`config.mk`:
```
export PLATFORM = sky130hd
export DESIGN_NAME = serial_sum_collector
export DESIGN_NICKNAME = d
export VERILOG_FILES = /design/src/rtl/serial_sum_collector.sv
export SDC_FILE = /design/constraint.sdc
export NUM_CORES = 1
export LEC_CHECK = 0
export ABC_CLOCK_PERIOD_IN_PS = 1300
export CORE_AREA = 2 2 39 41
export DETAILED_ROUTE_END_ITERATION = 7
export DIE_AREA = 0 0 41 43
export PLACE_DENSITY = 0.75
export SKIP_CTS_REPAIR_TIMING = 1
export SYNTH_ARGS = -nofsm -noshare
export SYNTH_HDL_FRONTEND = slang
export SYNTH_SLANG_ARGS = --single-unit
```
`constraint.sdc`:
```
create_clock -name clk -period 1.3 [get_ports clk]
set_input_delay 0.13 -clock clk [delete_from_list [all_inputs] [get_ports clk]]
set_output_delay 0.13 -clock clk [all_outputs]
set_load 0.03 [all_outputs]
```
`src/rtl/serial_sum_collector.sv`:
```
// ============================================================================
//  Module      : serial_sum_collector
//  Description : Collects LSB-first serial sum bits and the final carry into
//                a (reglength+1)-bit word, with a valid/ready result handshake
//                and framing-error detection.
//  Revision    : 1.0 - initial release
// ============================================================================
`default_nettype none

module serial_sum_collector #(
   parameter int reglength = 3
) (
   input  logic                 clk,
   input  logic                 rst_n,
   input  logic                 bit_valid,
   input  logic                 bit_first,
   input  logic                 sum_bit,
   input  logic                 carry_bit,
   output logic                 in_ready,
   output logic [reglength:0]   summa,
   output logic                 summa_valid,
   input  logic                 summa_ready,
   output logic                 frame_err
);

   localparam int CW = (reglength > 1) ? $clog2(reglength) : 1;

   typedef enum logic [1:0] {
      ST_IDLE    = 2'd0,
      ST_COLLECT = 2'd1,
      ST_HOLD    = 2'd2
   } state_t;

   state_t               state_q, state_d;
   logic [CW-1:0]        cnt_q, cnt_d;
   logic [reglength:0]   asm_q, asm_d;
   logic [reglength:0]   summa_q, summa_d;
   logic                 frame_err_q, frame_err_d;
   logic                 accept;

   always_comb begin
      state_d     = state_q;
      cnt_d       = cnt_q;
      asm_d       = asm_q;
      summa_d     = summa_q;
      frame_err_d = 1'b0;
      accept      = bit_valid && (state_q != ST_HOLD);

      case (state_q)
         ST_IDLE: begin
            if (accept) begin
               if (bit_first) begin
                  asm_d    = '0;
                  asm_d[0] = sum_bit;
                  if (reglength == 1) begin
                     // A one-bit word is complete on its first (and only) bit
                     asm_d[reglength] = carry_bit;
                     summa_d          = asm_d;
                     cnt_d            = '0;
                     state_d          = ST_HOLD;
                  end else begin
                     cnt_d   = CW'(1);
                     state_d = ST_COLLECT;
                  end
               end else begin
                  frame_err_d = 1'b1;
               end
            end
         end

         ST_COLLECT: begin
            if (accept) begin
               if (bit_first) begin
                  // Resync: drop the partial word and restart on this bit
                  frame_err_d = 1'b1;
                  asm_d       = '0;
                  asm_d[0]    = sum_bit;
                  cnt_d       = CW'(1);
               end else begin
                  asm_d[cnt_q] = sum_bit;
                  if (cnt_q == CW'(reglength - 1)) begin
                     asm_d[reglength] = carry_bit;
                     summa_d          = asm_d;
                     cnt_d            = '0;
                     state_d          = ST_HOLD;
                  end else begin
                     cnt_d = cnt_q + 1'b1;
                  end
               end
            end
         end

         ST_HOLD: begin
            if (summa_ready) begin
               state_d = ST_IDLE;
            end
         end

         default: begin
            state_d = ST_IDLE;
         end
      endcase
   end

   always_ff @(posedge clk) begin
      if (!rst_n) begin
         state_q     <= ST_IDLE;
         cnt_q       <= '0;
         asm_q       <= '0;
         summa_q     <= '0;
         frame_err_q <= 1'b0;
      end else begin
         state_q     <= state_d;
         cnt_q       <= cnt_d;
         asm_q       <= asm_d;
         summa_q     <= summa_d;
         frame_err_q <= frame_err_d;
      end
   end

   assign in_ready    = (state_q != ST_HOLD);
   assign summa_valid = (state_q == ST_HOLD);
   assign summa       = summa_q;
   assign frame_err   = frame_err_q;

endmodule

`default_nettype wire

```
==> flow_summary.ini <==
[power_and_ir_drop]
sequentialPowerShare_pct = 50.5
switching_share_pct = 25.73
netSwitchingPower_mw = 0.1810
clkPwrFrac_pct = 35.1
power_per_cell_area_nw_per_um2 = 859.8
p_leak_nw = 0.4231
peakVddDrop_mv = 0.5488
pwr-share-comb_pct = 14.4
p_int_mw = 0.5225

[timing]
period_minus_slack_ns = 1.261
slew_headroom_pct = 75.00
drv_slew = 0
setup_slack_ns = 0.03852
rsz0062_at_grt = false
maxClockFrequency_ghz = 0.7927
finalCritPeriodShare_pct = 97.04
tightest_slew_ns = 0.3741
setup_viol = 0
finalSetupTns_ns = 0
holdWs_ns = 0.4029
finalClockSkew_ns = 0.007659
hold_viol = 0

[yosys]
synth_top_flop_cell = dfxtp_1
synthArstFlopShare_pct = 0
syn_nets = 67
ys_ff_latch = 11
synth_edf_count = 0
yosysWarnings = 0
yosysSeqAreaShare_pct = 38.18
synthCells = 60
mappedNetlistArea_um2 = 576.8
ys_types = 29
syn_avg_cell_area_um2 = 9.613

[final_layout]
fin_cells = 98
drive_above_1_share_pct = 26.83
synthToLayoutAreaGrowth_pct = 41.87
final_util_pct = 59.13
num_antenna_cells = 0
fin_nets = 90

[floorplan]
dieArea_um2 = 1763
core_area_um2 = 1384
io_pins = 14
die_y_um = 43
die_w_um = 41
floorplan.initialDensity_pct = 41.68
placementRows = 14

[setup_path]
cpPeakStageDelay_ns = 0.37
critPathArrivalTime_ns = 1.13
cp-end-kind = primary output
path_cells = buf_4, nand2b_4, inv_1, buf_6
cp_data_required_time_ns = 1.17
crit_slowest_cell = dfxtp_4
critPathMaxFanout = 5
startpoint_type = flip-flop
regToRegSetupSlack_ns = 0.09
path_class = flip-flop to primary output

[global_routing]
met1_usage_pct = 18.95
met2_usage_pct = 27.50
antenna_found_initial = 0
grt_pass1_wl_um = 2001
grt_pass1_vias = 496
track_usage_pct = 16.95
grt_max_degree = 19
busiest_layer = met2
grtUsageMet3_pct = 2.094
gr-total-overflow = 0

[routing]
wirelength_um = 1242
firstDrtPassIters = 6
drtIter0Drc = 6
drcViolationCount = 0
vias = 525
ant_nets = 0
drt-wirelength-per-cell_um = 12.67
via_per_inst = 5.357

[status]
status = finished, final reports clean

[clock_network]
root_buffer = clkbuf_4
cts_sinks = 11
h-tree-depth = 1
clockBufferDepth = 2
cts_made_buffers = 3
clk_latency_ns = 0.28
cts_tree = done
clkSlewWorstSetupHoldPaths_ns = 0.08

[place]
place.detailed.hpwl_um = 834.6
placed_cells = 94
pre_cts_slack_ns = -0.08537
portBuffers = 13
gp_congestion = 0.8154

[flow_run]
maxCapViolations = 0

[worst_hold_path]
hold_class = primary input to flip-flop
[synth_stat cells, drive strengths merged, types with 2 or more instances]
cell type / count / area, µm²
a21boi: 2 / 15.01
nand4: 4 / 25.02
nand2b: 2 / 20.02
nand2: 9 / 33.78
nand3b: 3 / 35.03
mux2i: 3 / 30.03
o21ai: 4 / 23.77
inv: 2 / 7.510
dfxtp: 11 / 220.2
nor2: 2 / 7.510
buf: 3 / 23.77
nor3b: 3 / 22.52
[power by group through the flow]
| stage | Clock [mW] | Combinational [mW] | Sequential [mW] |
|---|---|---|---|
| after floorplan | 0 | 0.0567 | 0.363 |
| after global placement | 0 | 0.0975 | 0.363 |
| after detailed placement | 0 | 0.0984 | 0.364 |
| after CTS | 0.249 | 0.0993 | 0.356 |
| after global routing | 0.271 | 0.109 | 0.357 |
| final | 0.247 | 0.101 | 0.355 |
[final timing paths]
check                                 from     endpoint  cells after the start
worst min-delay path             carry_bit     summa[3]                      3
worst min register to register    summa[0]     summa[0]                      2
worst max register to register    cnt_q[1]     summa[2]                      3
worst max-delay path            state_q[0]  summa_valid                      4
[per-stage QoR]
| step | power (mW) | instance area (µm²) |
|---|---|---|
| 2_1_floorplan | 0.4195 | 576.8 |
| 3_3_place_gp | 0.4608 | 764.5 |
| 3_5_place_dp | 0.4621 | 764.5 |
| 4_1_cts | 0.7042 | 790.8 |
| 5_1_grt | 0.7369 | 818.3 |
| 6_report | 0.7036 | 818.3 |
[cell families after synthesis]
kind of cell           after synthesis  share of synthesized area [%]
AND/OR/NAND/NOR                     30                          36.44
flip-flops                          11                          38.18
AO/OA/AOI/OAI                        9                          10.85
buffers and inverters                6                          7.809
multiplexers                         3                          5.206
XOR/XNOR                             1                          1.519
[routing by layer]
| metal | up-vias | part of all wire, % |
|---|---|---|
| met3 | 5 | 6.6 |
| met4 | 0 | 2.2 |
| li1 | 258 | - |
| met5 | - | 0 |
| met1 | 238 | 43 |
| met2 | 24 | 48 |
[final cells by class]
type | count | area (µm²)
clock buffer | 4 | 26.28
fill | 128 | 565.5
inverter | 2 | 7.507
multi-input combinational | 43 | 319.1
sequential | 11 | 224.0
tap | 16 | 20.02
timing repair buffer | 22 | 221.5
[worst max-delay path: cells and delay by family, from the launching register on]
family                 cells  cell delay [ns]
DFF                        1             0.37
and+or+nand+nor            1             0.14
buffers and inverters      3             0.34
[cells in the final DEF, fill, tap and decap left out]
master / netlist / routed
clkbuf_1: 0 / 1
and3_1: 1 / 1
buf_4: 1 / 9
or4_4: 1 / 1
o21ai_0: 3 / 3
dfxtp_4: 0 / 1
nand4_1: 4 / 4
xnor2_1: 1 / 1
dlymetal6s2s_1: 0 / 5
nor3b_1: 3 / 3
inv_1: 2 / 2
dfxtp_1: 11 / 10
nor2b_1: 1 / 1
nand3_1: 1 / 1
a22oi_1: 1 / 1
nand2_1: 9 / 9
nor2_1: 2 / 2
o21a_1: 1 / 1
nor3_4: 1 / 1
nand4bb_1: 1 / 1
buf_12: 0 / 1
nand3b_1: 2 / 2
o21ai_2: 1 / 1
nand2b_4: 1 / 2
buf_6: 1 / 1
and3b_2: 1 / 1
o221ai_1: 1 / 1
nand3b_4: 1 / 1
a21boi_1: 2 / 2
mux2i_1: 3 / 3
clkbuf_4: 0 / 3
clkdlybuf4s50_1: 0 / 6
[state kept, by name, indices dropped and copies added, names as in the netlist]
signal / cells
state_q: 2
asm_q: 2
summa: 4
cnt_q: 2
frame_err: 1
No activity file was read; power rests on OpenSTA's default activity.
